--- src/rtl/conv1_maxpool2x2_pkg.sv ---
// Shared constants and helpers for the conv-layer-1 pooling stage.
// Geometry/width defaults track the conv1 activation output plane.
package conv1_maxpool2x2_pkg;

    // conv1 activation plane geometry and pixel width
    localparam int CONV1_OUT_W = 24;
    localparam int CONV1_OUT_H = 24;
    localparam int ACT_DW      = 8;

    // Elaboration helper: a pooling dimension must be even and at least 2.
    function automatic bit pool_dim_ok(input int dim);
        return (dim >= 2) && ((dim % 2) == 0);
    endfunction

    // Signed max of two activation-width pixels; ties return the shared value.
    function automatic logic [ACT_DW-1:0] act_smax(input logic [ACT_DW-1:0] a,
                                                   input logic [ACT_DW-1:0] b);
        return ($signed(a) >= $signed(b)) ? a : b;
    endfunction

endpackage

--- src/rtl/conv1_maxpool2x2_linebuf.sv ---
// Half-width line buffer for the 2x2 pool: holds the horizontal max of each
// column pair from the even row until the odd row completes the window.
// One synchronous write port, one asynchronous read port, no reset.
module conv1_pool_linebuf #(
    parameter int DEPTH = 12,
    parameter int DW    = 8,
    parameter int AW    = (DEPTH > 1) ? $clog2(DEPTH) : 1
) (
    input  logic          nice_clk,
    input  logic          we_i,
    input  logic [AW-1:0] waddr_i,
    input  logic [DW-1:0] wdata_i,
    input  logic [AW-1:0] raddr_i,
    output logic [DW-1:0] rdata_o
);

    logic [DW-1:0] mem_q [DEPTH];

    // Write the even-row pair max; contents are always written before being read in a plane.
    always_ff @(posedge nice_clk) begin
        if (we_i) begin
            mem_q[waddr_i] <= wdata_i;
        end
    end

    assign rdata_o = mem_q[raddr_i];

endmodule

--- src/rtl/conv1_maxpool2x2.sv ---
// Streaming 2x2 / stride-2 signed max-pool after the conv1 activation.
// Raster-order pixels in, one registered pooled pixel out per 2x2 window.
// Only a half-width line buffer is kept; no frame storage.
module conv1_maxpool2x2
    import conv1_maxpool2x2_pkg::*;
#(
    parameter int IMG_W = CONV1_OUT_W,
    parameter int IMG_H = CONV1_OUT_H,
    parameter int DW    = ACT_DW
) (
    input  logic          nice_clk,
    input  logic          nice_rst_n,
    input  logic          clr,
    input  logic          in_valid,
    output logic          in_ready,
    input  logic [DW-1:0] in_data,
    output logic          out_valid,
    input  logic          out_ready,
    output logic [DW-1:0] out_data,
    output logic          out_last
);

    localparam int CW    = (IMG_W > 1) ? $clog2(IMG_W) : 1;
    localparam int RW    = (IMG_H > 1) ? $clog2(IMG_H) : 1;
    localparam int LB_D  = IMG_W / 2;
    localparam int AW    = (LB_D > 1) ? $clog2(LB_D) : 1;

    localparam logic [CW-1:0] COL_LAST = CW'(IMG_W - 1);
    localparam logic [RW-1:0] ROW_LAST = RW'(IMG_H - 1);

    // Odd dimensions would leave half-windows; refuse to build.
    if (!pool_dim_ok(IMG_W)) begin : g_bad_w
        $error("conv1_maxpool2x2: IMG_W must be even and >= 2");
    end
    if (!pool_dim_ok(IMG_H)) begin : g_bad_h
        $error("conv1_maxpool2x2: IMG_H must be even and >= 2");
    end

    // Signed max at the configured pixel width.
    function automatic logic [DW-1:0] smax(input logic [DW-1:0] a, input logic [DW-1:0] b);
        return ($signed(a) >= $signed(b)) ? a : b;
    endfunction

    logic [CW-1:0] col_q, col_d;
    logic [RW-1:0] row_q, row_d;
    logic [DW-1:0] hold_q, hold_d;
    logic          out_valid_q, out_valid_d;
    logic [DW-1:0] out_data_q, out_data_d;
    logic          out_last_q, out_last_d;

    logic          in_fire;
    logic          col_odd, row_odd;
    logic          col_last, row_last;
    logic [DW-1:0] pair_max;
    logic [DW-1:0] lb_rdata;
    logic [DW-1:0] win_max;
    logic [AW-1:0] lb_addr;
    logic          lb_we;

    // Ready only looks at the output register and clr, never at in_valid.
    assign in_ready = ~clr & (~out_valid_q | out_ready);
    assign in_fire  = in_valid & in_ready;

    // Both dimensions are even, so bit 0 gives the in-window position.
    assign col_odd  = col_q[0];
    assign row_odd  = row_q[0];
    assign col_last = (col_q == COL_LAST);
    assign row_last = (row_q == ROW_LAST);

    assign lb_addr  = AW'(col_q >> 1);
    assign pair_max = smax(hold_q, in_data);
    assign win_max  = smax(lb_rdata, pair_max);

    conv1_pool_linebuf #(
        .DEPTH (LB_D),
        .DW    (DW),
        .AW    (AW)
    ) u_linebuf (
        .nice_clk (nice_clk),
        .we_i     (lb_we),
        .waddr_i  (lb_addr),
        .wdata_i  (pair_max),
        .raddr_i  (lb_addr),
        .rdata_o  (lb_rdata)
    );

    // Next state: raster counters, pair hold, line-buffer write and output load/pop.
    always_comb begin
        col_d       = col_q;
        row_d       = row_q;
        hold_d      = hold_q;
        out_valid_d = out_valid_q;
        out_data_d  = out_data_q;
        out_last_d  = out_last_q;
        lb_we       = 1'b0;

        // Pop first so a same-cycle load overwrites it without a bubble.
        if (out_valid_q && out_ready) begin
            out_valid_d = 1'b0;
        end

        if (in_fire) begin
            col_d = col_last ? '0 : col_q + 1'b1;
            if (col_last) begin
                row_d = row_last ? '0 : row_q + 1'b1;
            end

            if (!col_odd) begin
                hold_d = in_data;
            end else if (!row_odd) begin
                lb_we = 1'b1;
            end else begin
                out_valid_d = 1'b1;
                out_data_d  = win_max;
                out_last_d  = row_last && col_last;
            end
        end

        // Plane restart drops any partial window and pending output.
        if (clr) begin
            col_d       = '0;
            row_d       = '0;
            out_valid_d = 1'b0;
            out_last_d  = 1'b0;
            lb_we       = 1'b0;
        end
    end

    // State registers; line buffer intentionally left out of reset.
    always_ff @(posedge nice_clk or negedge nice_rst_n) begin
        if (!nice_rst_n) begin
            col_q       <= '0;
            row_q       <= '0;
            hold_q      <= '0;
            out_valid_q <= 1'b0;
            out_data_q  <= '0;
            out_last_q  <= 1'b0;
        end else begin
            col_q       <= col_d;
            row_q       <= row_d;
            hold_q      <= hold_d;
            out_valid_q <= out_valid_d;
            out_data_q  <= out_data_d;
            out_last_q  <= out_last_d;
        end
    end

    assign out_valid = out_valid_q;
    assign out_data  = out_data_q;
    assign out_last  = out_last_q;

endmodule

--- config.mk ---
export PLATFORM = sky130hd
export DESIGN_NAME = conv1_maxpool2x2
export DESIGN_NICKNAME = d
export VERILOG_FILES = /design/src/rtl/conv1_maxpool2x2_pkg.sv /design/src/rtl/conv1_maxpool2x2_linebuf.sv /design/src/rtl/conv1_maxpool2x2.sv
export SDC_FILE = /design/constraint.sdc
export NUM_CORES = 1
export LEC_CHECK = 0
export CAP_MARGIN = 20
export CORE_MARGIN = 5
export CORE_UTILIZATION = 50
export CTS_CLUSTER_SIZE = 10
export DETAILED_ROUTE_END_ITERATION = 8
export PLACE_DENSITY_LB_ADDON = 0.1
export RECOVER_POWER = 25
export REMOVE_ABC_BUFFERS = 1
export SKIP_CTS_REPAIR_TIMING = 1
export SYNTH_ARGS = -nofsm -noshare
export SYNTH_HDL_FRONTEND = slang
export SYNTH_SLANG_ARGS = --single-unit
--- constraint.sdc ---
create_clock -name nice_clk -period 4.5 [get_ports nice_clk]
set_input_delay 1.35 -clock nice_clk [delete_from_list [all_inputs] [get_ports nice_clk]]
set_output_delay 1.35 -clock nice_clk [all_outputs]
set_load 0.1 [all_outputs]
==> flow_results.org <==
** Synthesis
- Yosys mapped the design onto 44 distinct sky130hd cell types.
- Mapped cell area :: 5470 sq um
- Most instantiated flip-flop cell in the synthesis netlist :: sky130_fd_sc_hd__edfxtp_1
- EDFF count, synth :: 96
- Yosys Warn Count :: 0
- Post-synthesis instance total :: ~350
- Average cell area after synthesis :: ~16 sq um
- Share of flip-flops with an asynchronous set or reset :: between 20% and 30%
- The share of the Yosys chip area taken by registers is roughly two thirds.
- Flip-flop and latch count after synthesis :: between 100 and 150

** Pwr
- Standby leakage power :: ~0.0025 uW
- In this run the power density over the cells is 462 nW/um^2.
- VDD sags by at most around 0.35 mV.

** Global routing
- Global routing consumed, over all layers together, a little under a fifth of the routing resources.
- The total overflow left after global routing is 0.
- Global-route wire length before repair :: around 18 mm
- Largest net degree at the start of global routing :: 32
- The number of global-route vias before repair was roughly 3.2k.
- The number of antenna violations at the first check in global routing is 0.

** Setup path
- For the worst setup path, the data arrival time is 4.59 ns.
- Data on the critical path is required at its endpoint by approximately 5 ns.
- Of all nets on the critical path, the largest fanout is 8.
- Worst setup path startpoint :: in_data[2]
- The critical path is of the primary input to flop type.
- Worst R2R Start :: col_q[1]
- The worst setup path is launched from a primary input.
- The worst setup path is captured at a flop.

** Routing
- Summing over every cut layer, the via total after detailed routing is 3080.
- After the first detailed-routing iteration, the DRC count stood at between 200 and 250.
- In the final routed layout, each cell accounts on average for approximately 19 um.
- Number of nets still failing antenna checks after routing :: 0
- Summed over all layers, the routed wires come to approximately 11 mm.
- Via-per-instance ratio :: between 5 and 6
- Number of DRC violations after detailed routing :: 0
- Before antenna repair, the detailed router went through 4 iterations.

** Timing
- Static timing analysis puts the maximum clock frequency at between 200 and 250 MHz.
- The clock arrives with ~0.028 ns of skew.
- Sum of negative setup slack :: 0 ns
- Pins over their slew limit :: 29
- Actual slew at the worst max-slew pin :: 1.56 ns
- In this run the tightest slew margin relative to its limit is -3.79%.
- Once routing completed, OpenROAD measured the worst setup slack at 0.278 ns.
- # setup viols final :: 0
- Unrepaired setup endpoints after global routing :: false
- Subtracting the final worst setup slack from the clock period gives about 4.2 ns.
- Final cycle utilization of the critical path :: between 90% and 100%
- The final-report hold violation count came to 0.

** Cells and area
- The library cells used most frequently in the layout, excluding fill and tap cells, are 96 x sky130_fd_sc_hd__edfxtp_1, 39 x sky130_fd_sc_hd__buf_4, 28 x sky130_fd_sc_hd__dfrtp_1, 24 x sky130_fd_sc_hd__mux4_2, 23 x sky130_fd_sc_hd__nor2_1.
- Most common cell after layout, fill and taps aside :: sky130_fd_sc_hd__edfxtp_1
- Antenna Diode Count :: 0
- Summing all non-filler instances in the final layout gives an area of roughly 6700 sq um.
- The filler cells instantiated in the layout total a little under 800.
- Compared with the post-synthesis result, the final layout area differs by 22.4%.
- In the final layout, the share of cells above drive strength 1 is between 20% and 30%.
- Fin nets :: 451
- Measured on the finished design, the core utilization comes to approximately 62%.

** Floorplan
- Placeable core region :: about 11000 sq um
- The die is ~110 um tall.
- The floorplan has 38 rows.
- For this configuration, the core starts out at a cell density of 50.7%.
- The floorplan step defined a die boundary enclosing approximately 13000 sq um.
- Die Wd :: ~110 um
- Total I/O pin count :: 24

** Placed design
- Number of port buffers :: 23
- Setup slack after placement :: -0.235 ns
- Detailed placement ended at an HPWL of about 7.5 mm.
- The congestion estimate from routability-driven global placement came to slightly above 0.8.
- Placement Cell Area :: ~6000 sq um

** Clock network
- TritonCTS built the clock tree.
- Clock transition at path regs :: 0.06 ns
- Clock insertion delay at the later pin of the skew report :: between 0.5 and 0.6 ns
- Number of sinks on the clock net :: between 100 and 150
- Clock tree root buffer cell :: sky130_fd_sc_hd__clkbuf_8
- Number of levels in the clock H-tree :: 4
- In this run the deepest clock path goes through 2 buffers.
- Clock buffer count from CTS :: 17

** Run status
- Failing checks :: max-capacitance violations, max-slew violations
- The run finished, with violations left.

** Worst hold path
- The path class of the tightest hold or removal check is flop to flop.
- The worst hold path begins at out_data[0].

** Flow run
- Max-cap violations in this run came to 1.
cell type report:
| cell class | instances | area, sq um | area share [%] |
|---|---|---|---|
| tap | 140 | 175 | 2.62 |
| multi-input combinational | 193 | 1740 | 26.0 |
| timing repair buffer | 66 | 548 | 8.18 |
| clock buffer | 17 | 414 | 6.18 |
| clock inverter | 15 | 170 | 2.54 |
| inverter | 18 | 67.6 | 1.01 |
| sequential | 124 | 3580 | 53.5 |
worst max-delay path, stage by stage:
cell and delay (ns):
sky130_fd_sc_hd__clkdlybuf4s50_1 0.48, sky130_fd_sc_hd__inv_1 0.05, sky130_fd_sc_hd__ha_1 0.29, sky130_fd_sc_hd__o21ai_0 0.15, sky130_fd_sc_hd__a21oi_1 0.05, sky130_fd_sc_hd__nor3_1 0.27, sky130_fd_sc_hd__o31ai_4 0.10, sky130_fd_sc_hd__buf_4 0.15
sky130_fd_sc_hd__buf_4 0.12, sky130_fd_sc_hd__mux2i_1 0.29, sky130_fd_sc_hd__ha_1 0.23, sky130_fd_sc_hd__o21ai_0 0.10, sky130_fd_sc_hd__o211a_1 0.25, sky130_fd_sc_hd__o21bai_1 0.58, sky130_fd_sc_hd__o21ai_1 0.12
metal layers:
metal  part of all wire [%]  track usage [%]  up-vias
met3                    4.3             4.60        4
met2                     50             29.1       52
met1                     45             24.4     1531
met4                   0.47             6.65        0
li1                       -                -     1493
met5                      0                0        -
sequential cells by signal (all words and copies together) (netlist names):
signal           cells
out_data             8
u_linebuf.mem_q     96
row_q                5
col_q                5
out_last             1
hold_q               8
out_valid            1
synth_stat cells (2+ instances only):
| master | n | area [sq um] |
|---|---|---|
| sky130_fd_sc_hd__inv_1 | 17 | 63.8 |
| sky130_fd_sc_hd__nor2b_1 | 2 | 12.5 |
| sky130_fd_sc_hd__edfxtp_1 | 96 | 2880 |
| sky130_fd_sc_hd__buf_1 | 2 | 7.51 |
| sky130_fd_sc_hd__nand2_1 | 17 | 63.8 |
| sky130_fd_sc_hd__o21ai_0 | 8 | 40.0 |
| sky130_fd_sc_hd__a211oi_1 | 2 | 15.0 |
| sky130_fd_sc_hd__dfrtp_1 | 28 | 701 |
| sky130_fd_sc_hd__nand3_1 | 9 | 45.0 |
| sky130_fd_sc_hd__nand3b_1 | 2 | 15.0 |
| sky130_fd_sc_hd__nor2_2 | 2 | 12.5 |
| sky130_fd_sc_hd__xor2_1 | 2 | 17.5 |
| sky130_fd_sc_hd__o21ai_1 | 16 | 80.1 |
| sky130_fd_sc_hd__a22oi_1 | 7 | 52.6 |
| sky130_fd_sc_hd__mux4_2 | 24 | 541 |
| sky130_fd_sc_hd__a21oi_1 | 7 | 35.0 |
| sky130_fd_sc_hd__ha_1 | 18 | 225 |
| sky130_fd_sc_hd__nor3_1 | 6 | 30.0 |
| sky130_fd_sc_hd__nand2b_1 | 5 | 31.3 |
| sky130_fd_sc_hd__mux2i_1 | 20 | 200 |
| sky130_fd_sc_hd__buf_2 | 8 | 40.0 |
| sky130_fd_sc_hd__nor2_1 | 21 | 78.8 |
| sky130_fd_sc_hd__clkbuf_1 | 2 | 7.51 |
| sky130_fd_sc_hd__mux2_1 | 7 | 78.8 |
| sky130_fd_sc_hd__nand4_1 | 2 | 12.5 |
report_power, final:
group          total, uW  switching, uW  internal, uW
combinational        410            233           177
clock               1340            574           764
sequential          1340           11.9          1330
cells by family after synthesis:
group	synth area share (%)
buffers and inverters	2.58
AOI/OAI and AO/OA	5.33
DFF	65.5
muxes	15.0
adders and majority gates	4.12
and+or+nand+nor	7.20
xor gates and xnor gates	0.320
path summary, 6_finish.rpt:
kind | to | slack [ns] | cells after the start
max | out_data[0] | 0.28 | 15
min | out_data[0] | 0.52 | 2
max reg2reg | out_data[6] | 1.08 | 12
min reg2reg | out_data[0] | 0.52 | 2
max in group asynchronous | out_data[4] | 1.84 | 2
min in group asynchronous | out_data[1] | 1.74 | 2
per-stage QoR:
step                      cells  total power [uW]  hold slack [ns]
after CTS                   573              3130            0.530
after global placement      541              1770            0.496
after detailed placement    541              1780            0.515
after global routing        573              3220            0.561
final                       573              3090            0.522
after floorplan             335              1580            0.485
No activity file was read; power rests on OpenSTA's default activity.
